==> config.mk <==
export PLATFORM = sky130hd
export DESIGN_NAME = fifo_flex
export DESIGN_NICKNAME = d
export VERILOG_FILES = /design/src/rtl/fifo_flex_pkg.sv /design/src/rtl/fifo_flex_ctrl.sv /design/src/rtl/fifo_flex.sv
export SDC_FILE = /design/constraint.sdc
export NUM_CORES = 1
export LEC_CHECK = 0
export BUFFER_PORTS_ARGS = -buffer_cell sky130_fd_sc_hd__buf_4
export CAP_MARGIN = 20
export CORE_MARGIN = 1
export CORE_UTILIZATION = 50
export CTS_BUF_LIST = sky130_fd_sc_hd__clkbuf_4 sky130_fd_sc_hd__clkbuf_8
export CTS_CLUSTER_SIZE = 14
export DETAILED_ROUTE_END_ITERATION = 12
export PLACE_DENSITY = 0.67
export SLEW_MARGIN = 20
export SYNTH_ARGS = -nofsm -noshare
export SYNTH_HDL_FRONTEND = slang
export SYNTH_SLANG_ARGS = --single-unit
==> constraint.sdc <==
create_clock -name clk -period 2.9 [get_ports clk]
set_input_delay 0.145 -clock clk [delete_from_list [all_inputs] [get_ports clk]]
set_output_delay 0.145 -clock clk [all_outputs]
set_load 0.03 [all_outputs]
==> src/rtl/fifo_flex_pkg.sv <==
// Shared types and constants for fifo_flex: count width helper, default
// thresholds and the per-cycle operation class.
package fifo_flex_pkg;

   localparam int DEF_B      = 8;
   localparam int DEF_W      = 3;
   localparam int DEF_AE_LVL = 1;

   typedef enum logic [1:0] {
      NOP  = 2'b00,
      WR   = 2'b01,
      RD   = 2'b10,
      WRRD = 2'b11
   } op_e;

   // Occupancy needs one extra bit so that a completely full FIFO (D) is representable.
   function automatic int cnt_width(input int w);
      return w + 1;
   endfunction

endpackage

==> src/rtl/fifo_flex_ctrl.sv <==
// Pointer, occupancy and flag control for fifo_flex.
// Optional FIFO_FLUSH_EN adds a synchronous flush input.
module fifo_flex_ctrl
   import fifo_flex_pkg::*;
#(
   parameter int W      = DEF_W,
   parameter int AF_LVL = (2**W) - 1,
   parameter int AE_LVL = DEF_AE_LVL
) (
   input  logic                    clk,
   input  logic                    rst,
`ifdef FIFO_FLUSH_EN
   input  logic                    flush,
`endif
   input  logic                    wr,
   input  logic                    rd,
   input  logic                    clr_err,
   output logic                    we,
   output logic [W-1:0]            w_ptr,
   output logic [W-1:0]            r_ptr,
   output logic                    full,
   output logic                    empty,
   output logic                    almost_full,
   output logic                    almost_empty,
   output logic [cnt_width(W)-1:0] count,
   output logic                    overflow,
   output logic                    underflow
);

   localparam int CW = cnt_width(W);
   localparam logic [CW-1:0] DEPTH_CNT = CW'(2**W);
   localparam logic [CW-1:0] AF_CNT    = CW'(AF_LVL);
   localparam logic [CW-1:0] AE_CNT    = CW'(AE_LVL);
   localparam logic [CW-1:0] CNT_ONE   = CW'(1'b1);
   localparam logic [W-1:0]  PTR_ONE   = W'(1'b1);

   if ((AF_LVL < 1) || (AF_LVL > (2**W))) begin : g_bad_af_lvl
      $error("fifo_flex_ctrl: AF_LVL out of range 1..D");
   end
   if ((AE_LVL < 0) || (AE_LVL > ((2**W) - 1))) begin : g_bad_ae_lvl
      $error("fifo_flex_ctrl: AE_LVL out of range 0..D-1");
   end

   logic [W-1:0]  w_ptr_q, w_ptr_d;
   logic [W-1:0]  r_ptr_q, r_ptr_d;
   logic [CW-1:0] count_q, count_d;
   logic          full_q, full_d;
   logic          empty_q, empty_d;
   logic          almost_full_q, almost_full_d;
   logic          almost_empty_q, almost_empty_d;
   logic          overflow_q, overflow_d;
   logic          underflow_q, underflow_d;
   logic          flush_s;
   logic          rd_acc_s;
   logic          wr_acc_s;
   logic          ovf_set_s;
   logic          udf_set_s;
   op_e           op_s;

`ifdef FIFO_FLUSH_EN
   assign flush_s = flush;
`else
   assign flush_s = 1'b0;
`endif

   // Acceptance, operation class and next-state of pointers, count and flags.
   always_comb begin
      w_ptr_d   = w_ptr_q;
      r_ptr_d   = r_ptr_q;
      count_d   = count_q;
      rd_acc_s  = 1'b0;
      wr_acc_s  = 1'b0;
      ovf_set_s = 1'b0;
      udf_set_s = 1'b0;

      if (flush_s) begin
         rd_acc_s = 1'b0;
         wr_acc_s = 1'b0;
      end else begin
         // A full FIFO still takes a write when the head leaves in the same cycle.
         rd_acc_s  = rd & ~empty_q;
         wr_acc_s  = wr & (~full_q | rd_acc_s);
         ovf_set_s = wr & full_q & ~rd_acc_s;
         udf_set_s = rd & empty_q;
      end

      op_s = op_e'({rd_acc_s, wr_acc_s});

      case (op_s)
         NOP: begin
            count_d = count_q;
         end
         WR: begin
            w_ptr_d = w_ptr_q + PTR_ONE;
            count_d = count_q + CNT_ONE;
         end
         RD: begin
            r_ptr_d = r_ptr_q + PTR_ONE;
            count_d = count_q - CNT_ONE;
         end
         WRRD: begin
            w_ptr_d = w_ptr_q + PTR_ONE;
            r_ptr_d = r_ptr_q + PTR_ONE;
            count_d = count_q;
         end
         default: begin
            count_d = count_q;
         end
      endcase

      if (flush_s) begin
         w_ptr_d = {W{1'b0}};
         r_ptr_d = {W{1'b0}};
         count_d = {CW{1'b0}};
      end else begin
         count_d = count_d;
      end

      full_d         = (count_d == DEPTH_CNT);
      empty_d        = (count_d == {CW{1'b0}});
      almost_full_d  = (count_d >= AF_CNT);
      almost_empty_d = (count_d <= AE_CNT);

      // Set has priority over a simultaneous clear.
      if (ovf_set_s) begin
         overflow_d = 1'b1;
      end else if (clr_err) begin
         overflow_d = 1'b0;
      end else begin
         overflow_d = overflow_q;
      end

      if (udf_set_s) begin
         underflow_d = 1'b1;
      end else if (clr_err) begin
         underflow_d = 1'b0;
      end else begin
         underflow_d = underflow_q;
      end
   end

   // State registers with asynchronous reset to the empty condition.
   always_ff @(posedge clk or posedge rst) begin
      if (rst) begin
         w_ptr_q        <= {W{1'b0}};
         r_ptr_q        <= {W{1'b0}};
         count_q        <= {CW{1'b0}};
         full_q         <= 1'b0;
         empty_q        <= 1'b1;
         almost_full_q  <= 1'b0;
         almost_empty_q <= 1'b1;
         overflow_q     <= 1'b0;
         underflow_q    <= 1'b0;
      end else begin
         w_ptr_q        <= w_ptr_d;
         r_ptr_q        <= r_ptr_d;
         count_q        <= count_d;
         full_q         <= full_d;
         empty_q        <= empty_d;
         almost_full_q  <= almost_full_d;
         almost_empty_q <= almost_empty_d;
         overflow_q     <= overflow_d;
         underflow_q    <= underflow_d;
      end
   end

   assign we           = wr_acc_s;
   assign w_ptr        = w_ptr_q;
   assign r_ptr        = r_ptr_q;
   assign count        = count_q;
   assign full         = full_q;
   assign empty        = empty_q;
   assign almost_full  = almost_full_q;
   assign almost_empty = almost_empty_q;
   assign overflow     = overflow_q;
   assign underflow    = underflow_q;

endmodule

==> src/rtl/fifo_flex.sv <==
// Single-clock show-ahead FIFO with occupancy, thresholds and sticky errors.
// Optional FIFO_FLUSH_EN adds a synchronous flush input.
module fifo_flex
   import fifo_flex_pkg::*;
#(
   parameter int B      = DEF_B,
   parameter int W      = DEF_W,
   parameter int AF_LVL = (2**W) - 1,
   parameter int AE_LVL = DEF_AE_LVL
) (
   input  logic                    clk,
   input  logic                    rst,
`ifdef FIFO_FLUSH_EN
   input  logic                    flush,
`endif
   input  logic                    wr,
   input  logic                    rd,
   input  logic [B-1:0]            w_data,
   input  logic                    clr_err,
   output logic [B-1:0]            r_data,
   output logic                    full,
   output logic                    empty,
   output logic                    almost_full,
   output logic                    almost_empty,
   output logic [cnt_width(W)-1:0] count,
   output logic                    overflow,
   output logic                    underflow
);

   localparam int D = 2**W;

   logic [B-1:0] mem_q [D];
   logic         we_s;
   logic [W-1:0] w_ptr_s;
   logic [W-1:0] r_ptr_s;

   fifo_flex_ctrl #(
      .W      (W),
      .AF_LVL (AF_LVL),
      .AE_LVL (AE_LVL)
   ) u_ctrl (
      .clk          (clk),
      .rst          (rst),
`ifdef FIFO_FLUSH_EN
      .flush        (flush),
`endif
      .wr           (wr),
      .rd           (rd),
      .clr_err      (clr_err),
      .we           (we_s),
      .w_ptr        (w_ptr_s),
      .r_ptr        (r_ptr_s),
      .full         (full),
      .empty        (empty),
      .almost_full  (almost_full),
      .almost_empty (almost_empty),
      .count        (count),
      .overflow     (overflow),
      .underflow    (underflow)
   );

   // Storage is deliberately not reset; only accepted writes touch it.
   always_ff @(posedge clk) begin
      if (we_s) begin
         mem_q[w_ptr_s] <= w_data;
      end
   end

   assign r_data = mem_q[r_ptr_s];

endmodule
# Word-level counts from Yosys, hierarchy flattened
# Memory sizes are Yosys's and may differ from the RTL's.
# Cells that the tools add are included.
# word_totals
ram_bits,64
n_memories,1
wordCells,42
ff_bits,16
# memory_table
name,words,word_bits,read_ports,rd_ports_with_merged_regs,write_ports,line,rtl
mem_q,8,8,1,0,1,fifo_flex.sv:32,logic [B-1:0] mem_q [D];
# classes
eq_ne,4
addsub,4
n_reduce_logical,7
bitwise_logic,9
n_mux,6
magnitude_cmp,2
# ops
operator,count
case mux 4 bit (3 select lines),1
"adder 3 x 1 -> 3 bit, second input constant",2
OR reduction 2 bit,3
bitwise AND 1 bit,5
two-way mux 1 bit,5
"adder 4 x 1 -> 4 bit, second input constant",1
"== test 2 bit, second input constant",2
"== test 4 bit, second input constant",1
"greater-or-equal comparator 4 x 3 -> 1 bit, second input constant",1
"<= comparator 4 x 1 -> 1 bit, second input constant",1
zero test 4 bit,1
nonzero test 2 bit,2
"subtractor 4 x 1 -> 4 bit, second input constant",1
inverter 1 bit,3
"== test 2 x 1 -> 1 bit, second input constant",1
zero test 2 bit,1
bitwise OR 1 bit,1

# Longest topological paths before layout
# Gate-level depths: netlist (run 1).
# depth
word_depth,8
depth_mapped,13

# By module
# Synthesis (run 1) repeated with hierarchy kept, for this count alone.
# unflattened
hier_cells,187
hier_area_um2,3400.8
# modules_own_cells
mod,seq_area_each_um2,area_each_um2,cells_per_inst,instances
fifo_flex,1921.8,2531.2,106,1
fifo_flex_ctrl,402.9,869.6,81,1

# Worst setup path after synthesis (run 1)
# OpenSTA, ideal clock, no wires.
# synth_path
path_kind,register to register
start,"register u_ctrl.empty_q, in the netlist u_ctrl.empty"
end,"register u_ctrl.almost_full_q, in the netlist u_ctrl.almost_full"
synth_period_minus_slack_ns,2.802
path_buffers,2
t_arrival_ns,2.727
stages_incl_launch_ff,14
slack_ns,0.098
setup_ns,0.074
t_required_ns,2.826
cell_sequence,dfstp_2 > nand2b_1 > clkbuf_1 > nand2_1 > nand2_1 > ha_1 > buf_2 > xor2_1 > ha_1 > a21oi_1 > mux2i_1 > xor2_1 > or3_1 > a21oi_2
# synth_between
elab_chain_len,8
elab_cells_between_ends,11
classes_between,1 x order compare; 3 x eq/ne; 1 x mux; 4 x bitwise; 2 x reduce/logical
# synth_rtl
item,line,rtl
from (decl),fifo_flex_ctrl.sv:48,"logic empty_q, empty_d;"
from (signal assigned),fifo_flex_ctrl.sv:159,empty_q <= empty_d;
inverter 1 bit (*),fifo_flex_ctrl.sv:81,rd_acc_s = rd & ~empty_q;
bitwise AND 1 bit (*),fifo_flex_ctrl.sv:81,
bitwise OR 1 bit,fifo_flex_ctrl.sv:82,wr_acc_s = wr & (~full_q | rd_acc_s);
bitwise AND 1 bit,fifo_flex_ctrl.sv:82,
== test 2 bit or zero test 2 bit (tied branches),fifo_flex_ctrl.sv:89,case (op_s)
OR reduction 2 bit (no line),n/a,
case mux 4 bit (3 select lines) (*),fifo_flex_ctrl.sv:89,
greater-or-equal comparator 4 x 3 -> 1 bit (*),fifo_flex_ctrl.sv:121,almost_full_d = (count_d >= AF_CNT);
net u_ctrl.almost_full_d,fifo_flex_ctrl.sv:49,"logic almost_full_q, almost_full_d;"
to (signal assigned),fifo_flex_ctrl.sv:160,almost_full_q <= almost_full_d;
to (decl),fifo_flex_ctrl.sv:49,
# Mark *: on every way through the listed nets, which the timed path passes. The rest lies on a longest branch.
# A chain may end at the register's enable or synchronous reset.

# Final worst setup path (run 1)
# Same ends and word-level chain as after synthesis.

==> results of run 1 <==
[critical path, stage by stage, from the launching register on]
cell and delay (ns):
sky130_fd_sc_hd__dfstp_2 0.54, sky130_fd_sc_hd__nand2b_1 0.24, sky130_fd_sc_hd__nand2_1 0.08, sky130_fd_sc_hd__nand2_1 0.20, sky130_fd_sc_hd__ha_1 0.23, sky130_fd_sc_hd__xor2_1 0.08
sky130_fd_sc_hd__ha_1 0.20, sky130_fd_sc_hd__a21oi_1 0.14, sky130_fd_sc_hd__mux2i_1 0.23, sky130_fd_sc_hd__xor2_1 0.13, sky130_fd_sc_hd__or3_1 0.38, sky130_fd_sc_hd__a21oi_2 0.11
[metrics by stage]
| step | util (%) | cells | worst slack, ns |
|---|---|---|---|
| finish | 61.5 | 322 | 0.272 |
| global route | 61.5 | 322 | 0.0585 |
| CTS | 61.5 | 322 | 0.268 |
| detailed placement | 58.2 | 304 | 0.295 |
| global placement | 58.2 | 304 | 0.372 |
| floorplan | - | 192 | 0.0983 |
[area by class of cell]
type,count,area (µm²)
Tap cell,77,96.3
Inverter,9,33.8
Timing Repair Buffer,46,350
Clock buffer,12,146
Clock inverter,4,46.3
Sequential cell,80,2320
Fill cell,474,2490
Multi-Input combinational cell,94,973
[kinds of logic (layout without fill, tap and decap cells)]
family / Yosys count / in the layout / share of synthesized area (%)
mux: 28 / 28 / 14.7
simple gates: 39 / 39 / 6.17
xor+xnor: 7 / 7 / 1.81
flops: 80 / 80 / 68.6
compound gates: 13 / 13 / 3.51
buf+inv: 18 / 71 / 2.62
fa+ha+maj: 7 / 7 / 2.59
[placed cells by master, fill, tap and decap left out, types with 3 or more instances in the layout]
cell type                  count
sky130_fd_sc_hd__dfrtp_1      14
sky130_fd_sc_hd__o21ai_0       3
sky130_fd_sc_hd__ha_1          7
sky130_fd_sc_hd__buf_4        44
sky130_fd_sc_hd__nor3_1        4
sky130_fd_sc_hd__mux4_2       16
sky130_fd_sc_hd__xnor2_1       5
sky130_fd_sc_hd__nor2_1        9
sky130_fd_sc_hd__nand2_1      11
sky130_fd_sc_hd__clkbuf_8      9
sky130_fd_sc_hd__edfxtp_1     64
sky130_fd_sc_hd__inv_1         9
sky130_fd_sc_hd__clkbuf_4      3
sky130_fd_sc_hd__nand2b_1      4
sky130_fd_sc_hd__mux2_2        9
[cell usage after synthesis]
library cell,instances
sky130_fd_sc_hd__xnor2_1,5
sky130_fd_sc_hd__nand3b_4,1
sky130_fd_sc_hd__or2b_1,1
sky130_fd_sc_hd__nand2_1,11
sky130_fd_sc_hd__nand3_1,2
sky130_fd_sc_hd__a2bb2oi_1,1
sky130_fd_sc_hd__inv_1,9
sky130_fd_sc_hd__a211oi_1,1
sky130_fd_sc_hd__buf_6,2
sky130_fd_sc_hd__a21o_1,1
sky130_fd_sc_hd__nor2b_1,1
sky130_fd_sc_hd__o21ai_0,3
sky130_fd_sc_hd__nor2_1,9
sky130_fd_sc_hd__edfxtp_1,64
sky130_fd_sc_hd__nand2b_1,4
sky130_fd_sc_hd__xor2_1,2
sky130_fd_sc_hd__a21oi_2,1
sky130_fd_sc_hd__ha_1,7
sky130_fd_sc_hd__mux2i_1,2
sky130_fd_sc_hd__a311oi_1,1
sky130_fd_sc_hd__nor3_1,4
sky130_fd_sc_hd__nor4b_1,2
sky130_fd_sc_hd__mux4_2,16
sky130_fd_sc_hd__mux2_4,1
sky130_fd_sc_hd__mux2_2,9
sky130_fd_sc_hd__clkbuf_1,3
sky130_fd_sc_hd__a211oi_2,2
sky130_fd_sc_hd__or3_1,2
sky130_fd_sc_hd__nand4b_1,1
sky130_fd_sc_hd__a21oi_1,2
sky130_fd_sc_hd__buf_4,1
sky130_fd_sc_hd__buf_1,1
sky130_fd_sc_hd__a2111oi_4,1
sky130_fd_sc_hd__dfrtp_1,14
sky130_fd_sc_hd__nor4_1,1
sky130_fd_sc_hd__buf_2,2
sky130_fd_sc_hd__dfstp_2,2
[path summary, 6_finish.rpt]
kind	startpoint	endpoint	depth (start not counted)
hold / removal	w_data[4]	mem_q[7][4]	1
max in group asynchronous	rst	u_ctrl.w_ptr[0]	3
setup / recovery	u_ctrl.empty	u_ctrl.almost_full	11
setup reg to reg	u_ctrl.empty	u_ctrl.almost_full	11
min in group asynchronous	rst	u_ctrl.underflow	3
hold reg to reg	u_ctrl.overflow	u_ctrl.overflow	2
[per-layer routing]
layer	global-route usage (%)	part of all wire (%)	up-vias
met3	5.80	3.4	10
met5	0	0	-
met1	25.5	44	907
li1	-	-	830
met4	6.43	1.6	0
met2	32.8	51	33
[registers in the layout (all words and copies together) (netlist names)]
register,cells
u_ctrl.almost_empty,1
u_ctrl.empty,1
u_ctrl.overflow,1
u_ctrl.full,1
mem_q,64
u_ctrl.r_ptr,3
u_ctrl.count,4
u_ctrl.almost_full,1
u_ctrl.underflow,1
u_ctrl.w_ptr,3
[power by group through the flow]
stage / clock network, W / logic [W] / registers, W
after floorplan: 0 / 0.00122 / 0.00176
after CTS: 0.000811 / 0.00176 / 0.00176
final: 0.000795 / 0.00174 / 0.00176
after global placement: 0 / 0.00170 / 0.00176
after detailed placement: 0 / 0.00174 / 0.00178
after global routing: 0.000871 / 0.00186 / 0.00179
[what timing repair did]
item / in CTS / in global routing
hold buffers: 2 / 0
hold endpoints to repair: 16 / 0
resized for setup: 0 / 0
==> key figures, run 1 <==
Clock tree
  – Buffers from clock root to sink, at most: 2
  – Depth of the CTS H-tree: 3
  – Clock transition at the register clock pins on the worst setup and hold paths after CTS: 0.08 ns
  – Clock latency reported for the late side of the worst-skew pair: 0.35 ns
  – Post CTS Setup Buffer Count: 0
  – TritonCTS clock tree: built
  – Root buffer cell: sky130_fd_sc_hd__clkbuf_8
  – Total clock buffers created by CTS: 9
  – Sinks on Clock Net: 80

Timing
  – Fin Setup TNS: 0 ns
  – Number of hold violations in the final report: 0
  – Worst slew margin relative to its limit: 45.1%
  – Final Cycle Share: 90.6%
  – Total setup violations reported at the end of the flow: 0
  – Max-slew violations: 0
  – Top achievable clock speed: 381 MHz
  – Clock Skews: 0.00507 ns
  – Setup repair after global routing missed its margin: false
  – Final Critical Period: 2.63 ns
  – Slew at the pin closest to its max-slew limit: 0.823 ns
  – Final-layout worst hold slack: 0.0226 ns

Synthesis
  – Mean Syn Cell Area: 17.6 µm²
  – Proportion of netlist area held by the largest area contributor: 56.7%
  – Mapped Nets: 212
  – Distinct cells, synth: 37
  – Post-synthesis cell area: 0.00339 mm²
  – Top cells by area, synth: sky130_fd_sc_hd__edfxtp_1, sky130_fd_sc_hd__mux4_2, sky130_fd_sc_hd__dfrtp_1, sky130_fd_sc_hd__mux2_2, sky130_fd_sc_hd__ha_1
  – Yosys synthesis warning count: 0
  – Synthesis-stage register bit count: 80
  – Library cell occupying the most area in the post-synthesis netlist: sky130_fd_sc_hd__edfxtp_1
  – Part of the Yosys area used for sequential elements: 68.6%
  – Instance count of the mapped netlist: 192

Power and ir drop
  – Combinational power share: 40.5%
  – Share of total power consumed by net switching: 36.2%
  – Peak supply drop: 0.537 mV
  – Total power consumption of the routed design: 0.00429 W
  – Net Switching: 0.00155 W
  – Leakage: 1.48 nW
  – Pwr dens: 1080 mW/mm²
  – Part of the power in registers: 41.0%
  – Internal power summed over all cells: 0.00274 W
  – Clock network fraction of design power: 18.6%

Global routing
  – Maximum number of pins on one net before global-route repair: 19
  – Wire length of the first global-routing pass: 10200 µm
  – Total routing resource utilization after global routing: 19.8%
  – Initial antenna violation count: 0
  – Overflow left after global routing: 0
  – Via count of the first global-routing pass: 1936

Floorplan
  – Floorplan die width: 84.3 µm
  – Effective utilization at floorplan: 52.4%
  – Placement Rows: 29
  – Die area: 0.00711 mm²
  – Area inside the core boundary: 0.00646 mm²
  – Number of placed I/O pins: 31
  – Vertical die dimension: 84.3 µm

Detailed routing
  – Detailed Route Iter0 Violations: 94
  – Remaining DRCs: 0
  – Antenna violation net count after detailed routing: 0
  – Number of vias in the routed layout: 1780
  – Vias/cell: 5.53
  – Routed WL per cell: 18.9 µm
  – Aggregate routed wire length: 6100 µm
  – Detailed Routing Iterations Pass 1: 4

Critical path
  – Maximum fanout count along the critical path: 7
  – Slack of the worst reg-to-reg path: 0.27 ns
  – Worst setup EP type: flop
  – Crit Path Category: reg -> reg
  – Endpoint required time on the critical path: 3.18 ns
  – Kind of start point of the critical path: flop
  – Data arrival time at the worst-slack endpoint: 2.91 ns

Finish
  – Fraction of layout instances using a drive strength above 1: 37.6%
  – Area delta synth->final: 17.3%
  – Final instance area: 0.00397 mm²
  – Final antenna diode count: 0
  – Number of nets in the layout: 260

Placed design
  – Final weighted congestion of routability-driven global placement: 0.861
  – I/O Buffers: 30
  – Post-DP HPWL: 4060 µm
  – Placed cell areas: 0.00376 mm²

Run status
  – Status: finished clean

Min path
  – Class of the most critical hold timing path: in -> reg

Flow run
  – Max cap viols: 0
Note: power is estimated with default switching activity, not from simulation.
==> inputs of run 2 (changes only) <==
Settings changed: CORE_ASPECT_RATIO from default to 1.5, MAX_ROUTING_LAYER from default to met4.
==> key figures, run 2 (synthesis gave the netlist of run 1 again) <==
Finish
  – Final std cells w/o fill: 318 (-1.2%)
  – Most common library cell in the layout ignoring fill and taps: sky130_fd_sc_hd__edfxtp_1
  – Final instance area: 0.00401 mm² (+1.0%)
  – Number of nets in the layout: 257 (-1.2%)
  – Top library cells by usage in the layout, fill and taps aside: sky130_fd_sc_hd__edfxtp_1, sky130_fd_sc_hd__buf_4, sky130_fd_sc_hd__mux4_2, sky130_fd_sc_hd__dfrtp_1, sky130_fd_sc_hd__nand2_1
  – Final antenna diode count: 0 (unchanged)
  – Flip-flop count of the largest register, all copies and words added: 64 (unchanged)
  – Area delta synth->final: 18.5%
  – Number of fill cells: 466 (-1.7%)
  – Combined area of the multi-input logic cells: 973 µm² (unchanged)
  – Register with the highest flop count: mem_q
  – Footprint of the flip-flops and latches: 0.00232 mm² (unchanged)
  – Fraction of layout instances using a drive strength above 1: 36.8% (-0.77 points)

Placed design
  – Post-DP HPWL: 4080 µm (+0.44%)
  – Placed cell areas: 0.00373 mm² (-0.63%)
  – I/O Buffers: 30 (unchanged)
  – Final weighted congestion of routability-driven global placement: 0.774 (-10%)
  – Number of cells after detailed placement: 300 (-1.3%)

Floorplan
  – Placement Rows: 36 (+24%)
  – Effective utilization at floorplan: 51.9% (-0.58 points)
  – Floorplan die width: 69.2 µm (-18%)
  – Area inside the core boundary: 0.00653 mm² (+1.1%)
  – Number of placed I/O pins: 31 (unchanged)
  – Vertical die dimension: 103 µm (+22%)
  – Die area: 0.00711 mm² (about the same)

Critical path
  – Endpoint of the worst register-to-register path: u_ctrl.almost_full
  – Slowest cell delay on critical path: 0.55 ns (about the same)
  – Sequence of cells on the critical path: nand2b_1, nand2_1, nand2_1, ha_1, xor2_1, ha_1, a21oi_1, mux2i_1, xor2_1, or3_1, a21oi_2
  – Worst reg2reg path depth: 11 (unchanged)
  – Crit Path Category: reg -> reg
  – Cell at the slowest stage of the critical path: sky130_fd_sc_hd__dfstp_2
  – Beginning of the worst register-to-register path: u_ctrl.empty
  – Maximum fanout count along the critical path: 7 (unchanged)
  – Data arrival time at the worst-slack endpoint: 2.89 ns (-0.02 ns)
  – Worst setup EP type: flop
  – Endpoint required time on the critical path: 3.18 ns (about the same)
  – Kind of start point of the critical path: flop
  – Slack of the worst reg-to-reg path: 0.29 ns (+0.02 ns)

Clock tree
  – Buffers from clock root to sink, at most: 2 (unchanged)
  – Clock latency reported for the late side of the worst-skew pair: 0.35 ns (about the same)
  – Root buffer cell: sky130_fd_sc_hd__clkbuf_8
  – Clock transition at the register clock pins on the worst setup and hold paths after CTS: 0.08 ns (about the same)
  – Depth of the CTS H-tree: 3 (unchanged)
  – Post-CTS resize count: 0 (unchanged)
  – Total clock buffers created by CTS: 9 (unchanged)
  – Sinks on Clock Net: 80 (unchanged)
  – TritonCTS clock tree: built

Min path
  – Cells on Worst Hold Path: 1 (unchanged)
  – Class of the most critical hold timing path: in -> reg
  – Hold Path Origin: w_data[6]
  – Hold path endpoint: mem_q[4][6]

Detailed routing
  – Aggregate routed wire length: 6020 µm (-1.3%)
  – Number of vias in the routed layout: 1786 (+0.34%)
  – Routed WL per cell: 18.9 µm (about the same)
  – Vias/cell: 5.62 (+1.6%)
  – Detailed Route Iter0 Violations: 158 (+68%)
  – Remaining DRCs: 0 (unchanged)
  – Detailed Routing Iterations Pass 1: 5 (+1)
  – Antenna violation net count after detailed routing: 0 (unchanged)

Timing
  – Slew at the pin closest to its max-slew limit: 0.805 ns (-0.0185 ns)
  – Clock Skews: 0.00754 ns (+0.00248 ns)
  – Top achievable clock speed: 383 MHz (+0.58%)
  – Number of hold violations in the final report: 0 (unchanged)
  – Max-slew violations: 0 (unchanged)
  – Final Critical Period: 2.61 ns (-0.0153 ns)
  – Fin Setup TNS: 0 ns (unchanged)
  – Worst slew margin relative to its limit: 46.3% (+1.2 points)
  – Final Cycle Share: 90.1% (-0.53 points)
  – Setup repair after global routing missed its margin: false
  – Total setup violations reported at the end of the flow: 0 (unchanged)

Power and ir drop
  – Peak supply drop: 0.547 mV (+1.9%)
  – Pwr dens: 1120 mW/mm² (+3.6%)
  – Leakage: 1.49 nW (+1.1%)

Global routing
  – Maximum number of pins on one net before global-route repair: 19 (unchanged)
  – Via count of the first global-routing pass: 1886 (-2.6%)
  – Initial antenna violation count: 0 (unchanged)
  – Total routing resource utilization after global routing: 19.4% (-0.42 points)
  – Wire length of the first global-routing pass: 9820 µm (-3.5%)
  – Overflow left after global routing: 0 (unchanged)

Flow run
  – Max cap viols: 0 (unchanged)

Run status
  – Status: finished clean
[run 2: cell types whose count changed in the layout (fill, tap and decap cells not counted)]
cell                         delta
sky130_fd_sc_hd__bufinv_16      +3
sky130_fd_sc_hd__clkbuf_4       -3
sky130_fd_sc_hd__clkinv_2       +1
sky130_fd_sc_hd__clkinvlp_4     -1
sky130_fd_sc_hd__buf_4          -3
[run 2: worst max-delay path, delay by kind of cell (launching register included)]
| kind | cells | cell delay, ns |
|---|---|---|
| multiplexers | 1 | 0.23 |
| adder cells (fa/ha/maj) | 2 | 0.43 |
| AO/OA/AOI/OAI | 2 | 0.27 |
| XOR/XNOR | 2 | 0.19 |
| AND/OR/NAND/NOR | 4 | 0.88 |
| flip-flops | 1 | 0.55 |
[run 2: how the worst max path moves through the flow]
stage / from / endpoint / slack, ns / cells after the start
global route: u_ctrl.empty / u_ctrl.almost_full / 0.12 / 11
global placement: u_ctrl.empty / u_ctrl.almost_full / 0.38 / 11
finish: u_ctrl.empty / u_ctrl.almost_full / 0.29 / 11
CTS: u_ctrl.empty / u_ctrl.almost_full / 0.28 / 11
detailed placement: u_ctrl.empty / u_ctrl.almost_full / 0.31 / 11
floorplan: u_ctrl.empty / u_ctrl.almost_full / 0.1 / 13
[run 2: layer usage]
| metal | global-route usage [%] | up-vias | part of all wire, % |
|---|---|---|---|
| met5 | - | - | 0 |
| met4 | 8.01 | 0 | 1.9 |
| met3 | 4.59 | 11 | 3.9 |
| met2 | 34.4 | 47 | 56 |
| met1 | 21.0 | 904 | 39 |
| li1 | - | 824 | - |
[run 2: layout make-up]
cell class / instances / share of cell area (%)
Sequential cell: 80 / 57.9
Multi-Input combinational cell: 94 / 24.3
Timing Repair Buffer: 43 / 8.17
Clock inverter: 7 / 3.34
Clock buffer: 9 / 3.09
Tap cell: 76 / 2.37
Inverter: 9 / 0.842
[run 2: report_power, final]
part / internal (W) / total (W) / switching [W]
logic: 0.000798 / 0.00169 / 0.000890
clock network: 0.000653 / 0.00104 / 0.000383
registers: 0.00150 / 0.00176 / 0.000266
total: 0.00295 / 0.00449 / 0.00154
[run 2: metrics by stage]
stage | hold slack (ns) | power, W | setup WS, ns | util, %
floorplan | 0.0573 | 0.00298 | 0.0983 | -
global placement | 0.241 | 0.00344 | 0.377 | 57.2
detailed placement | 0.259 | 0.00349 | 0.310 | 57.2
CTS | 0.00312 | 0.00454 | 0.285 | 61.4
global route | 0.00520 | 0.00473 | 0.115 | 61.4
finish | 0.0191 | 0.00449 | 0.288 | 61.4
[run 2: repair_timing]
item	4_1_cts	5_1_grt
endpoints found under the hold margin	16	0
hold buffers	2	0
buffers inserted	0	0
==> inputs of run 3 (changes only) <==
Settings changed: CORE_ASPECT_RATIO 1.5 to 0.7.
==> key figures, run 3 (synthesis gave the netlist of run 1 again) <==
Run status
  – Status: finished clean

Timing
  – Worst slew margin relative to its limit: 44.2% (-2.2 points)
  – Final Critical Period: 2.58 ns (-0.0295 ns)
  – Worst setup slack after layout: 0.317 ns (+0.0295 ns)
  – Max-slew violations: 0 (unchanged)
  – Final Cycle Share: 89.1% (-1.0 points)
  – Top achievable clock speed: 387 MHz (+1.1%)
  – Clock Skews: 0.0121 ns (+0.00456 ns)
  – Setup repair after global routing missed its margin: false
  – Total setup violations reported at the end of the flow: 0 (unchanged)
  – Number of hold violations in the final report: 0 (unchanged)
  – Fin Setup TNS: 0 ns (unchanged)
  – Slew at the pin closest to its max-slew limit: 0.838 ns (+0.0329 ns)

Power and ir drop
  – Leakage: 1.50 nW (+0.29%)
  – Pwr dens: 1100 mW/mm² (-2.0%)
  – Combinational power share: 38.9% (+1.3 points)
  – Part of the power in registers: 40.4% (+1.1 points)
  – Peak supply drop: 0.425 mV (-22%)
  – Internal power summed over all cells: 0.00283 W (-4.1%)
  – Total power consumption of the routed design: 0.00444 W (-1.2%)
  – Share of total power consumed by net switching: 36.2% (+1.9 points)
  – Net Switching: 0.00161 W (+4.4%)
  – Clock network fraction of design power: 20.8% (-2.3 points)

Global routing
  – Initial antenna violation count: 0 (unchanged)
  – Maximum number of pins on one net before global-route repair: 19 (unchanged)
  – Via count of the first global-routing pass: 1866 (-1.1%)
  – Overflow left after global routing: 0 (unchanged)
  – Wire length of the first global-routing pass: 9630 µm (-1.9%)
  – Total routing resource utilization after global routing: 19.7% (+0.27 points)

Detailed routing
  – Routed WL per cell: 18.1 µm (-4.3%)
  – Detailed Route Iter0 Violations: 85 (-46%)
  – Vias/cell: 5.35 (-4.8%)
  – Remaining DRCs: 0 (unchanged)
  – Number of vias in the routed layout: 1796 (+0.56%)
  – Detailed Routing Iterations Pass 1: 4 (-1)
  – Aggregate routed wire length: 6090 µm (+1.1%)
  – Antenna violation net count after detailed routing: 0 (unchanged)

Clock tree
  – Depth of the CTS H-tree: 3 (unchanged)
  – Root buffer cell: sky130_fd_sc_hd__clkbuf_8
  – Clock latency reported for the late side of the worst-skew pair: 0.35 ns (about the same)
  – Clock transition at the register clock pins on the worst setup and hold paths after CTS: 0.09 ns (about the same)
  – Buffers from clock root to sink, at most: 2 (unchanged)
  – Post CTS Setup Buffer Count: 0 (unchanged)
  – Total clock buffers created by CTS: 9 (unchanged)
  – Sinks on Clock Net: 80 (unchanged)
  – TritonCTS clock tree: built

Floorplan
  – Number of placed I/O pins: 31 (unchanged)
  – Effective utilization at floorplan: 53.0% (+1.1 points)
  – Placement Rows: 24 (-33%)
  – Die area: 0.00711 mm² (about the same)
  – Vertical die dimension: 70.9 µm (-31%)
  – Floorplan die width: 100 µm (+45%)
  – Area inside the core boundary: 0.00640 mm² (-2.1%)

Finish
  – Number of fill cells: 459 (-1.5%)
  – Final antenna diode count: 0 (unchanged)
  – Top library cells by usage in the layout, fill and taps aside: sky130_fd_sc_hd__edfxtp_1, sky130_fd_sc_hd__buf_4, sky130_fd_sc_hd__mux4_2, sky130_fd_sc_hd__dfrtp_1, sky130_fd_sc_hd__nand2_1
  – Area delta synth->final: 19.5%
  – Most common library cell in the layout ignoring fill and taps: sky130_fd_sc_hd__edfxtp_1
  – Number of nets in the layout: 260 (+1.2%)
  – Flip-flop count of the largest register, all copies and words added: 64 (unchanged)
  – Fraction of layout instances using a drive strength above 1: 37.6% (+0.77 points)
  – Register with the highest flop count: mem_q

Critical path
  – Endpoint required time on the critical path: 3.18 ns (about the same)
  – Crit Path Category: reg -> reg
  – Worst setup EP type: flop
  – Maximum fanout count along the critical path: 7 (unchanged)
  – Kind of start point of the critical path: flop
  – Beginning of the worst register-to-register path: u_ctrl.empty
  – Worst reg2reg path depth: 11 (unchanged)
  – Slack of the worst reg-to-reg path: 0.32 ns (+0.03 ns)
  – Data arrival time at the worst-slack endpoint: 2.86 ns (-0.03 ns)
  – Endpoint of the worst register-to-register path: u_ctrl.almost_full

Min path
  – Hold path endpoint: mem_q[1][7]
  – Cells on Worst Hold Path: 1 (unchanged)
  – Class of the most critical hold timing path: in -> reg
  – Hold Path Origin: w_data[7]

Placed design
  – I/O Buffers: 30 (unchanged)
  – Post-placement worst setup slack: 0.259 ns (-0.0512 ns)
  – Final weighted congestion of routability-driven global placement: 0.850 (+9.8%)
  – Post-DP HPWL: 4100 µm (+0.35%)

Flow run
  – Max cap viols: 0 (unchanged)
run 3: cell types whose count changed in the layout (fill, tap and decap cells not counted):
cell / previous run / this run
sky130_fd_sc_hd__clkinv_1: 1 / 0
sky130_fd_sc_hd__inv_6: 0 / 2
sky130_fd_sc_hd__clkinv_2: 2 / 0
sky130_fd_sc_hd__nand2b_2: 0 / 1
sky130_fd_sc_hd__nand2b_1: 4 / 3
sky130_fd_sc_hd__dlygate4sd3_1: 2 / 4
sky130_fd_sc_hd__buf_12: 0 / 1
sky130_fd_sc_hd__clkinvlp_4: 0 / 1
sky130_fd_sc_hd__inv_8: 0 / 2
sky130_fd_sc_hd__bufinv_16: 4 / 2
run 3: layer usage:
metal  GRT usage (%)  wire length, µm  vias to the layer above
met5               -                0                        -
met4            5.64               72                        0
met3            7.21              365                        8
met2            29.5             3010                       54
met1            25.6             2640                      902
li1                -                -                      832
run 3: worst max path at each step:
stage / end / depth (start not counted) / start
final: u_ctrl.almost_full / 11 / u_ctrl.empty
after floorplan: u_ctrl.almost_full / 13 / u_ctrl.empty
after detailed placement: u_ctrl.almost_full / 10 / u_ctrl.empty
after global routing: u_ctrl.almost_full / 11 / u_ctrl.empty
after CTS: u_ctrl.almost_full / 11 / u_ctrl.empty
after global placement: u_ctrl.almost_full / 11 / u_ctrl.empty
run 3: worst max-delay path: stages (launching register included):
cell and delay [ns]:
sky130_fd_sc_hd__dfstp_2 0.55, sky130_fd_sc_hd__nand2b_2 0.19, sky130_fd_sc_hd__nand2_1 0.07, sky130_fd_sc_hd__nand2_1 0.19
sky130_fd_sc_hd__ha_1 0.23, sky130_fd_sc_hd__xor2_1 0.08, sky130_fd_sc_hd__ha_1 0.20, sky130_fd_sc_hd__a21oi_1 0.15
sky130_fd_sc_hd__mux2i_1 0.23, sky130_fd_sc_hd__xor2_1 0.13, sky130_fd_sc_hd__or3_1 0.39, sky130_fd_sc_hd__a21oi_2 0.12
run 3: cell type report:
| cell class | instances | area, µm² | share of cell area (%) |
|---|---|---|---|
| clock buffers | 9 | 124 | 3.06 |
| clock inverters | 7 | 108 | 2.66 |
| inverters | 9 | 33.8 | 0.835 |
| multi-input cells | 94 | 976 | 24.1 |
| flip-flops and latches | 80 | 2320 | 57.4 |
| well taps | 91 | 114 | 2.81 |
| repair buffers | 46 | 368 | 9.09 |
run 3: metrics by stage:
stage	area [µm²]	utilization, %	hold WS (ns)	std cells
after global placement	3770	59.0	0.233	316
after global routing	4050	63.3	0.00567	336
after detailed placement	3770	59.0	0.262	316
final	4050	63.3	0.0203	336
after floorplan	3390	-	0.0573	192
after CTS	4040	63.1	0.00944	335
run 3: timing repair:
item | 4_1_cts | 5_1_grt
endpoints found under the setup margin | 0 | 2
hold endpoints to repair | 16 | 7
hold buffers | 3 | 1
gates resized for setup | 0 | 1
run 3: power by group through the flow:
stage	Combinational [W]	Sequential (W)	Clock, W
after CTS	0.00174	0.00179	0.000938
after global placement	0.00167	0.00179	0
after global routing	0.00185	0.00183	0.000988
after floorplan	0.00122	0.00176	0
after detailed placement	0.00172	0.00181	0
final	0.00172	0.00179	0.000922
